$ cat config.mk
export PLATFORM = sky130hd
export DESIGN_NAME = seq_divider
export DESIGN_NICKNAME = d
export VERILOG_FILES = /design/src/rtl/datapath_pkg.sv /design/src/rtl/div_step.sv /design/src/rtl/seq_divider.sv
export SDC_FILE = /design/constraint.sdc
export NUM_CORES = 1
export LEC_CHECK = 0
export BUFFER_PORTS_ARGS = -buffer_cell sky130_fd_sc_hd__buf_2
export CAP_MARGIN = 10
export CELL_PAD_IN_SITES_DETAIL_PLACEMENT = 0
export CELL_PAD_IN_SITES_GLOBAL_PLACEMENT = 1
export CORE_ASPECT_RATIO = 1.25
export CORE_MARGIN = 5
export CORE_UTILIZATION = 35
export CTS_BUF_LIST = sky130_fd_sc_hd__clkbuf_8
export DETAILED_ROUTE_END_ITERATION = 8
export PLACE_DENSITY_LB_ADDON = 0.15
export SLEW_MARGIN = 20
export SYNTH_ARGS = -nofsm -noshare
export SYNTH_HDL_FRONTEND = slang
export SYNTH_HIERARCHICAL = 1
export SYNTH_SLANG_ARGS = --single-unit
$ cat constraint.sdc
create_clock -name Clk -period 4.1 [get_ports Clk]
set_clock_uncertainty 0.2 [all_clocks]
set_input_delay 0.82 -clock Clk [delete_from_list [all_inputs] [get_ports Clk]]
set_output_delay 0.82 -clock Clk [all_outputs]
set_load 0.01 [all_outputs]
$ cat src/rtl/datapath_pkg.sv
// datapath_pkg: state encodings and helpers shared by the multicycle datapath units
package datapath_pkg;
  localparam logic ST_IDLE = 1'b0;
  localparam logic ST_RUN  = 1'b1;

  function automatic int clog2(input int v);
    int r = 0;
    while ((1 << r) < v) r++;
    return r;
  endfunction
endpackage

$ cat src/rtl/div_step.sv
// div_step: one restoring-division iteration (shift in a dividend bit, trial-subtract the divisor)
module div_step
  import datapath_pkg::*;
#(
  parameter int DATAWIDTH = 8
) (
  input  logic [DATAWIDTH-1:0] prem_i,
  input  logic                 bit_i,
  input  logic [DATAWIDTH-1:0] dvs_i,
  output logic [DATAWIDTH-1:0] prem_o,
  output logic                 q_o
);
  logic [DATAWIDTH:0] sh;
  logic [DATAWIDTH:0] diff;

  // The partial remainder is always below the divisor, so a W+1 bit difference
  // has its top bit set exactly when the trial subtraction borrows.
  always_comb begin
    sh     = {prem_i, bit_i};
    diff   = sh - {1'b0, dvs_i};
    q_o    = ~diff[DATAWIDTH];
    prem_o = q_o ? diff[DATAWIDTH-1:0] : sh[DATAWIDTH-1:0];
  end
endmodule

$ cat src/rtl/seq_divider.sv
// seq_divider: multicycle unsigned restoring divider, one quotient bit per clock
module seq_divider
  import datapath_pkg::*;
#(
  parameter int DATAWIDTH = 8
) (
  input  logic                 Clk,
  input  logic                 Rst_n,
  input  logic                 start,
  input  logic [DATAWIDTH-1:0] a,
  input  logic [DATAWIDTH-1:0] b,
  output logic                 busy,
  output logic                 done,
  output logic [DATAWIDTH-1:0] quot,
  output logic [DATAWIDTH-1:0] rem,
  output logic                 div_by_zero
);
  localparam int CW = clog2(DATAWIDTH + 1);

  logic                 state_q;
  logic [CW-1:0]        cnt_q;
  logic [DATAWIDTH-1:0] dvd_q;
  logic [DATAWIDTH-1:0] dvs_q;
  logic [DATAWIDTH-1:0] prem_q;
  logic [DATAWIDTH-1:0] quot_q;
  logic [DATAWIDTH-1:0] rem_q;
  logic                 busy_q;
  logic                 done_q;
  logic                 dbz_q;
  logic [DATAWIDTH-1:0] prem_d;
  logic [DATAWIDTH-1:0] dvd_d;
  logic                 qbit;

  div_step #(.DATAWIDTH(DATAWIDTH)) u_step (
    .prem_i(prem_q),
    .bit_i (dvd_q[DATAWIDTH-1]),
    .dvs_i (dvs_q),
    .prem_o(prem_d),
    .q_o   (qbit)
  );

  // The dividend register doubles as the quotient accumulator: bits shift out the top, quotient bits in at the bottom.
  always_comb dvd_d = {dvd_q[DATAWIDTH-2:0], qbit};

  // Handshake FSM; results are written only on a completing edge so the outputs never show partial values.
  always_ff @(posedge Clk or negedge Rst_n) begin
    if (!Rst_n) begin
      state_q <= ST_IDLE;
      cnt_q   <= '0;
      dvd_q   <= '0;
      dvs_q   <= '0;
      prem_q  <= '0;
      quot_q  <= '0;
      rem_q   <= '0;
      busy_q  <= 1'b0;
      done_q  <= 1'b0;
      dbz_q   <= 1'b0;
    end else begin
      done_q <= 1'b0;
      if (state_q == ST_IDLE) begin
        if (start && b == '0) begin
          quot_q <= '1;
          rem_q  <= a;
          dbz_q  <= 1'b1;
          done_q <= 1'b1;
        end else if (start) begin
          dvd_q   <= a;
          dvs_q   <= b;
          prem_q  <= '0;
          cnt_q   <= '0;
          dbz_q   <= 1'b0;
          busy_q  <= 1'b1;
          state_q <= ST_RUN;
        end
      end else begin
        dvd_q  <= dvd_d;
        prem_q <= prem_d;
        cnt_q  <= cnt_q + CW'(1);
        if (cnt_q == CW'(DATAWIDTH - 1)) begin
          quot_q  <= dvd_d;
          rem_q   <= prem_d;
          done_q  <= 1'b1;
          busy_q  <= 1'b0;
          state_q <= ST_IDLE;
        end
      end
    end
  end

  assign busy        = busy_q;
  assign done        = done_q;
  assign quot        = quot_q;
  assign rem         = rem_q;
  assign div_by_zero = dbz_q;
endmodule

## After elaboration in Yosys (flattened, before gate mapping)

Cells that the tools add are included.

| word-level totals | value |
|---|---|
| bits in registers | 48 |
| latch bits | 0 |
| bits in writable memories | 0 |
| ROM bits | 0 |
| bits of input ports | 19 |
| output and inout bits | 19 |
| logic and storage cells | 57 |
| memories kept | 0 |

| operators by class | value |
|---|---|
| $add $sub $neg | 2 |
| $mul | 0 |
| div/mod/pow operators | 0 |
| magnitude comparators | 0 |
| equality and inequality tests | 3 |
| shifts and indexed selects | 0 |
| multiplexer cells | 29 |
| bitwise gates (word level) | 3 |
| reductions and logical operators | 10 |

Operators by type and width:

| operator | number |
|---|---|
| 8-bit 2-to-1 mux | 13 |
| 1-bit 2-to-1 mux | 13 |
| 4-bit 2-to-1 mux | 3 |
| 9-bit by 8-bit subtractor with 9-bit output | 1 |
| 8-bit zero test | 1 |
| 2-bit AND reduction | 3 |
| 3-bit AND reduction | 2 |
| 2-bit nonzero test | 3 |
| 4-bit by 1-bit adder with 4-bit output, second input constant | 1 |
| 4-bit by 3-bit == test with 1-bit output, second input constant | 1 |
| 1-bit inverter | 3 |
| 2-bit by 1-bit inequality test with 1-bit output, second input constant | 1 |
| 2-bit inequality test, second input constant | 1 |
| 1-bit logical AND | 1 |

## Depth between registers and ports, before layout

Gate-level depths: netlist (run 1).

| logic depth | value |
|---|---|
| depth in word-level cells | 4 |
| gate-level depth with buffers | 12 |
| mapped depth without buffers | 12 |

## Cells and area by module

Netlist (run 1), hierarchy kept.

Modules (own cells, without submodules):

| module | instances | cells an instance | area an instance (µm²) | seq. area each (µm²) |
|---|---|---|---|---|
| seq_divider | 1 | 195 | 2154.6 | 1201.2 |
| div_step | 1 | 58 | 485.5 | 0.0 |

## Worst setup path before layout (run 1)

OpenSTA, ideal clock, no wires.

| path | value |
|---|---|
| kind | register to register |
| start point | register dvd_q[7] |
| end point | register rem_q[2], in the netlist rem[2] |
| setup time | 0.128 ns |
| arrival time | 2.534 ns |
| data required time | 3.772 ns |
| slack | 1.239 ns |
| cell stages (with the launch flop) | 13 |
| buffers on the path | 0 |
| clock period less this slack | 2.861 ns |
| cell sequence | dfrtp_1 -> inv_1 -> ha_1 -> inv_1 -> fa_1 -> a21o_1 -> a21oi_2 -> o31ai_4 -> xor2_4 -> mux2_2 -> nand2_1 -> o21ai_0 -> mux2_1 |

| between the ends | value |
|---|---|
| longest elaborated chain between the ends | 4 |

RTL lines:

| item | RTL line | RTL |
|---|---|---|
| start: declaration | seq_divider.sv:22 | `logic [DATAWIDTH-1:0] dvd_q;` |
| start signal: assignment | seq_divider.sv:76 | `dvd_q <= dvd_d;` |
| 9-bit by 8-bit subtractor with 9-bit output | div_step.sv:20 | `diff = sh - {1'b0, dvs_i};` |
| 8-bit 2-to-1 mux | div_step.sv:22 | `prem_o = q_o ? diff[DATAWIDTH-1:0] : sh[DATAWIDTH-1:0];` |
| named net prem_d[2] | seq_divider.sv:30 | `logic [DATAWIDTH-1:0] prem_d;` |
| 8-bit 2-to-1 mux | seq_divider.sv:79 | `if (cnt_q == CW'(DATAWIDTH - 1)) begin` |
| 8-bit 2-to-1 mux | seq_divider.sv:60 | `if (state_q == ST_IDLE) begin` |
| end signal: assignment | seq_divider.sv:81 | `rem_q <= prem_d;` |
| end: declaration | seq_divider.sv:26 | `logic [DATAWIDTH-1:0] rem_q;` |

The timed path passes the listed nets, and every way through them passes these cells. The select of a mux whose other input is x is not followed.
A chain may end at the register's enable or synchronous reset.

## Final worst setup path (run 1)

| path | value |
|---|---|
| start point | register dvd_q[7] |
| end point | register rem_q[4], in the netlist rem[4] |

The elaborated chain is that of the path after synthesis.

==> results.md, run 1 <==
* Status: finished, final reports clean
* CTS H-tree lvls at 2
* GPL Wtd Cong at approximately 0.81
* RSZ-0062 raised after global routing: false
* Arr. time, crit path at 3110 ps
* Clk root buf: clkbuf_8
* Max clock buf depth at 2
* Critical path class: reg -> reg
* Vias at ~1900
* Synth unique cells at between 40 and 50
* Switch share at 0.4190
* Final total power at between 2 and 3 mW
* Critical Path End Type: flop
* Fin nets at between 300 and 400
* Setup violations, final at 0
* Worst path top cell family by delay: multiplexers
* Initial drt markers at 52
* WP buf/inv at 2
* DR pass1 iterations at 4
* Largest net degree at the start of global routing at 31
* Fin. max-slew vios at 0
* Num CTS Buffers at 5
* Post-synthesis register bit count at 48
* Clock power share at 0.117
* Main area contributors after synthesis: dfrtp_1 45%, mux2_2 6.0%, nand2_1 4.4%
* Fillers at between 700 and 800
* Core box area at around 7400 µm²
* Synth Cell Area at about 2600 µm²
* Initial antenna violation count at 0
* CP Launch Type: flop
* Max-Cap Viols at 0
* Sequential fraction of the synthesis area at 0.4550
* Remaining antenna violation count at 0
* Final Instance Area at about 3000 µm²
* Die H at between 100 and 150 µm
* Fin. Hold Viols at 0
* Area taken by multi-input logic gates at around 1300 µm²
* P_leak at between 1 and 1.5 nW
* Crit path largest cell delay at between 300 and 400 ps
* Dpl cell area at just under 3000 µm²
* Clk sinks at 48
* Placed instance count at roughly 380
* Post-CTS Setup Bufs at 0
* Hold Buf Count CTS at 0
* Row Count at 35
* Residual DRC at 0
* Yosys top cell by area: dfrtp_1
* Full die area at around 9400 µm²
* Port Buffer Count at 37
* Via/cell ratio at around 5
* Worst Tran Pin Value at approximately 930 ps
* Ys Warns at 6
* Setup TNS at 0 ps
* Sequential Power Share at 0.304
* Post-route insts no fill at 383
* Gate power share at 0.579
* Pwr/cell area at 981.1 nW/µm²
* Final WL at about 6200 µm
* Setup slack after placement at between 900 and 1000 ps
* Cts repair resizes at 0
* Core Util, Final at 0.4128
* Critical-path cell list: inv_1 -> ha_1 -> inv_1 -> fa_1 -> a21o_1 -> a21oi_2 -> o31ai_4 -> xor2_4 -> mux2_2 -> nand2_1 -> o21ai_0 -> mux2_2
* Vias in the first global route at 1933
* Fmax achieved at 320.8 MHz
* CTS clk-pin slew, worst paths at about 100 ps
* Cell count after synthesis at around 250
* Net count after synthesis at 282
* CTS tree: yes
* IO Count at 38
* Wire length per cell at about 16 µm
* Synth top area share at 0.4550
* Min cycle time layout at ~3100 ps
* Crit-path max FO at 10
* ANT cells at 0
* Avg Synthesized Cell Area at around 10 µm²
* Final Cycle Share at 0.7604
* Smallest setup slack after layout at slightly below 1000 ps
* Clock Latency Late Sink at ~310 ps
* Worst hold margin at between 200 and 300 ps
* FFs w/ async S/R, synth at 1.000
* First-pass GRT wire length at roughly 10000 µm
* VDD IR max at ~400 µV
* Internal Pwr Total at ~1.7 mW
* Gr ovfl total at 0
* Critical Path RT at 4100 ps
* Relative slew margins at 0.3741
* Switch Pwr at ~1.2 mW
* Ys flop type: dfrtp_1
* Area Overhead vs Synth at 15.02%
* Die width at around 88 µm
* Share of layout cells above drive strength 1 at 0.2749
* Total track usage at 0.1382
* Slowest cell on crit path: dfrtp_1
* Hold Path Class: reg -> reg
* Final HPWL DP at ~4700 µm
* Post-synth EDFFs at 0
* Seq. cell area at ~1200 µm²
* Initial Utilization at 0.3588
-- state kept, by name, summed over array words and instances, names as in the netlist --
signal / count
cnt_q: 4
prem_q: 8
done: 1
dvd_q: 8
div_by_zero: 1
state_q: 1
dvs_q: 8
busy: 1
rem: 8
quot: 8
-- cells in the final DEF, fill, tap and decap left out, types with 2 or more instances in the layout --
cell type / synthesis / routed
nand3_1: 2 / 2
mux2_1: 3 / 3
nand4b_1: 2 / 2
xor2_1: 3 / 3
nor2_1: 13 / 13
nand2b_1: 4 / 4
o311ai_1: 7 / 7
clkbuf_8: 0 / 5
a21o_1: 2 / 2
inv_1: 26 / 26
o21ai_1: 9 / 9
or2_2: 2 / 2
xnor2_1: 2 / 2
nand2_1: 31 / 31
o21a_1: 2 / 2
o21ai_0: 13 / 13
ha_1: 9 / 9
or4_1: 3 / 3
mux2_4: 7 / 7
a21oi_1: 5 / 5
nor4_4: 2 / 2
a22oi_1: 7 / 7
mux2_2: 14 / 14
o2111ai_1: 7 / 7
dfrtp_1: 48 / 48
buf_4: 1 / 5
buf_2: 3 / 37
-- cells in the mapped netlist (all sizes together) (3+ instances only) --
cell type	n
nand2	31
o311ai	7
o21ai	22
nand2b	4
dfrtp	48
xor2	4
mux2	24
o2111ai	7
or4	3
a22oi	7
inv	26
buf	6
nor2	13
clkbuf	6
ha	9
a21oi	6
-- power by group through the flow --
stage / Combinational [mW] / Sequential, mW / Clock, mW
floorplan: 1.34 / 0.886 / 0
global placement: 1.74 / 0.917 / 0
detailed placement: 1.74 / 0.914 / 0
CTS: 1.75 / 0.909 / 0.359
global route: 1.94 / 0.946 / 0.377
finish: 1.73 / 0.906 / 0.348
-- worst register-to-register path: cells and delay by family, from the launching register on --
kind	cells	cell delay, ps
compound gates	4	650
xor+xnor	1	330
fa+ha+maj	2	550
buf+inv	2	120
flops	1	390
mux	2	670
simple gates	1	100
-- per-layer routing --
layer | track usage | vias to the layer above | share of wire
li1 | - | 962 | -
met1 | 0.1773 | 909 | 0.44
met2 | 0.2338 | 25 | 0.52
met3 | 0.02613 | 6 | 0.028
met4 | 0.03947 | 0 | 0.011
met5 | 0 | - | 0
-- cell families (layout without fill, tap and decap cells) --
kind of cell / Yosys count / in the layout / share of synthesized area
xor+xnor: 6 / 6 / 0.02702
simple gates: 62 / 62 / 0.1209
compound gates: 63 / 63 / 0.1725
buf+inv: 39 / 77 / 0.05829
fa+ha+maj: 10 / 10 / 0.05024
flops: 48 / 48 / 0.4550
mux: 25 / 25 / 0.1161
-- final timing paths --
| path | end | from | slack, ps | depth (start not counted) |
|---|---|---|---|---|
| hold reg to reg | busy | busy | 290 | 1 |
| setup reg to reg | rem[4] | dvd_q[7] | 980 | 12 |
| min in group asynchronous | dvd_q[6] | Rst_n | 350 | 1 |
| max in group asynchronous | dvs_q[3] | Rst_n | 2620 | 2 |
| hold / removal | busy | busy | 290 | 1 |
| setup / recovery | rem[4] | dvd_q[7] | 980 | 12 |
-- layout make-up --
class / instances / share of cell area
Multi-Input combinational cell: 166 / 0.4232
Tap cell: 92 / 0.03791
Clock buffer: 5 / 0.02266
Timing Repair Buffer: 42 / 0.07334
Sequential cell: 48 / 0.3955
Inverter: 27 / 0.03337
Clock inverter: 3 / 0.01401
Note: power is estimated with default switching activity, not from simulation.
==> inputs of run 2 (changes only) <==
ABC_AREA = 1   (was default)
clock period = 3.2 ns   (was 4.1 ns; I/O delays follow)
==> run 2 against run 1 <==
Effect of this change: die area rose by 5.2%; cell count increased by 30%; maximum frequency is 28% higher.
==> results.md, run 2 <==
* Status: finished, final reports clean
* Fillers at roughly 840
* Hold Buf Count CTS at 0
* Fin nets at 432
* Core box area at approximately 8000 µm²
* Row Count at 36
* Hold Path Class: in -> async
* Terminus of the critical flop-to-flop path: rem[3]
* Clk sinks at 48
* Net count after synthesis at between 300 and 400
* Most frequent cells in the layout: 148 x nand2_1, 56 x nand3_1, 48 x dfrtp_1
* Port Buffer Count at 37
* Area Overhead vs Synth at 11.42%
* Clk root buf: clkbuf_8
* Vias in the first global route at 2436
* P_leak at ~1.8 nW
* R2r setup slk at between 700 and 800 ps
* Avg Synthesized Cell Area at 7.551 µm²
* Residual DRC at 0
* Core Util, Final at 0.3995
* Cell count after synthesis at 370
* Most common cell in the netlist: nand2_1
* Setup TNS at 0 ps
* CP startpoint: dvd_q[7]
* Switch share at 0.4912
* Gate power share at 0.605
* Post-synthesis register bit count at 48
* Die H at around 110 µm
* IO Count at 38
* Worst r2r src: dvd_q[7]
* Crit-path max FO at 9
* Via/cell ratio at 4.787
* Main area contributors after synthesis: dfrtp_1 43%, nand2_1 20%, nand3_1 10%
* R2R depth at 16
* Remaining antenna violation count at 0
* Post-CTS Setup Bufs at 0
* Share of layout cells above drive strength 1 at 0.1762
* Setup violations, final at 0
* Final total power at approximately 3.8 mW
* RSZ-0062 raised after global routing: false
* CTS H-tree lvls at 2
* Switch Pwr at 1.845 mW
* Fin. max-slew vios at 0
* Fmax achieved at between 400 and 500 MHz
* Synth unique cells at 33
* Sequential Power Share at 0.299
* Placed instance count at between 400 and 500
* CTS clk-pin slew, worst paths at approximately 90 ps
* Seq. cell area at ~1200 µm²
* Critical Path End: rem[3]
* CTS tree: yes
* Initial drt markers at approximately 150
* Final Cycle Share at 0.7623
* Total track usage at 0.1492
* Relative slew margins at 0.6572
* Area taken by multi-input logic gates at ~1400 µm²
* Max-Cap Viols at 0
* VDD IR max at 483.5 µV
* Pwr/cell area at ~1200 nW/µm²
* FFs w/ async S/R, synth at 1.000
* Critical path class: reg -> reg
* Yosys top cell by area: dfrtp_1
* Post-route insts no fill at approximately 500
* Synth top area share at 0.4299
* Gr ovfl total at 0
* First-pass GRT wire length at around 12000 µm
* Cts repair resizes at 0
* Sequential fraction of the synthesis area at 0.4299
* Internal Pwr Total at between 1.5 and 2 mW
* Max clock buf depth at 2
* Initial antenna violation count at 0
* Ys flop type: dfrtp_1
* Largest net degree at the start of global routing at 35
* Initial Utilization at 0.3585
* Full die area at roughly 9900 µm²
* DR pass1 iterations at 4
* Post-synth EDFFs at 0
* ANT cells at 0
* Num CTS Buffers at 5
* Final HPWL DP at around 5000 µm
* Final WL at 6968 µm
* Critical Path End Type: flop
* Wire length per cell at around 14 µm
* Vias at around 2400
* Critical Path RT at 3200 ps
* Arr. time, crit path at 2440 ps
* Clock power share at 0.096
* Synth Cell Area at 2794 µm²
* CP Launch Type: flop
* Die width at between 80 and 90 µm
* Min cycle time layout at roughly 2400 ps
* Ys Warns at 6
* Synth top cells by count: 148 x nand2_1, 56 x nand3_1, 48 x dfrtp_1
* Clock Latency Late Sink at approximately 300 ps
* Worst Tran Pin Value at approximately 500 ps
* GPL Wtd Cong at 0.7691
* Most common cell after layout, fill and taps aside: nand2_1
* Fin. Hold Viols at 0
run 2: power groups by stage:
stage                     registers, mW  logic [mW]  clock network (mW)
after floorplan                    1.12        1.76                   0
after global placement             1.13        2.30                   0
after detailed placement           1.14        2.29                   0
after CTS                          1.13        2.31               0.377
after global routing               1.16        2.64               0.403
final                              1.12        2.27               0.360
run 2: routing by layer:
metal | GRT usage | wire, µm | up-vias
met2 | 0.2568 | 3433 | 41
met3 | 0.02327 | 190 | 11
li1 | - | - | 1224
met1 | 0.1898 | 3199 | 1108
met5 | 0 | 0 | -
met4 | 0.05532 | 144 | 0
run 2: final cells by class:
class	count	share of cell area
multi-input cells	271	0.4385
well taps	95	0.03818
clock inverters	2	0.004019
clock buffers	5	0.02211
repair buffers	40	0.06672
flip-flops and latches	48	0.3859
inverters	37	0.04461
run 2: worst max-delay path, cell delays in order, from the launching register on:
cell,delay (ps)
dfrtp_1,410
inv_1,60
ha_1,140
inv_1,50
fa_1,400
nand2_1,80
nand2_1,90
nand3_2,120
nand2_2,70
nand2_4,130
nand2_8,80
nand2_1,60
nand2_1,50
nand2_1,90
o21ai_0,130
nand2_1,110
nand2_1,60
run 2: kinds of logic (layout without fill, tap and decap cells):
group,count (synthesis),in the layout,synth area share
AND/OR/NAND/NOR,239,239,0.3927
buffers and inverters,51,84,0.08150
AO/OA/AOI/OAI,19,19,0.03896
flip-flops,48,48,0.4299
XOR/XNOR,3,3,0.009406
adder cells (fa/ha/maj),10,10,0.04747
run 2: worst min path at each step:
stage,startpoint,endpoint,slack [ps]
2_1_floorplan,Rst_n,busy,140
3_3_place_gp,dvs_q[7],dvs_q[7],260
3_5_place_dp,dvs_q[6],dvs_q[6],270
4_1_cts,Rst_n,busy,30
5_1_grt,Rst_n,dvs_q[7],40
6_report,Rst_n,quot[7],30
run 2: per-stage QoR:
stage,area [µm²],setup WS (ps),hold WS (ps)
after global routing,3113,604.4,40.71
after global placement,3032,837.8,260.3
after CTS,3113,770.9,29.00
after detailed placement,3032,792.9,265.1
after floorplan,2794,1038,144.4
final,3113,760.5,26.90
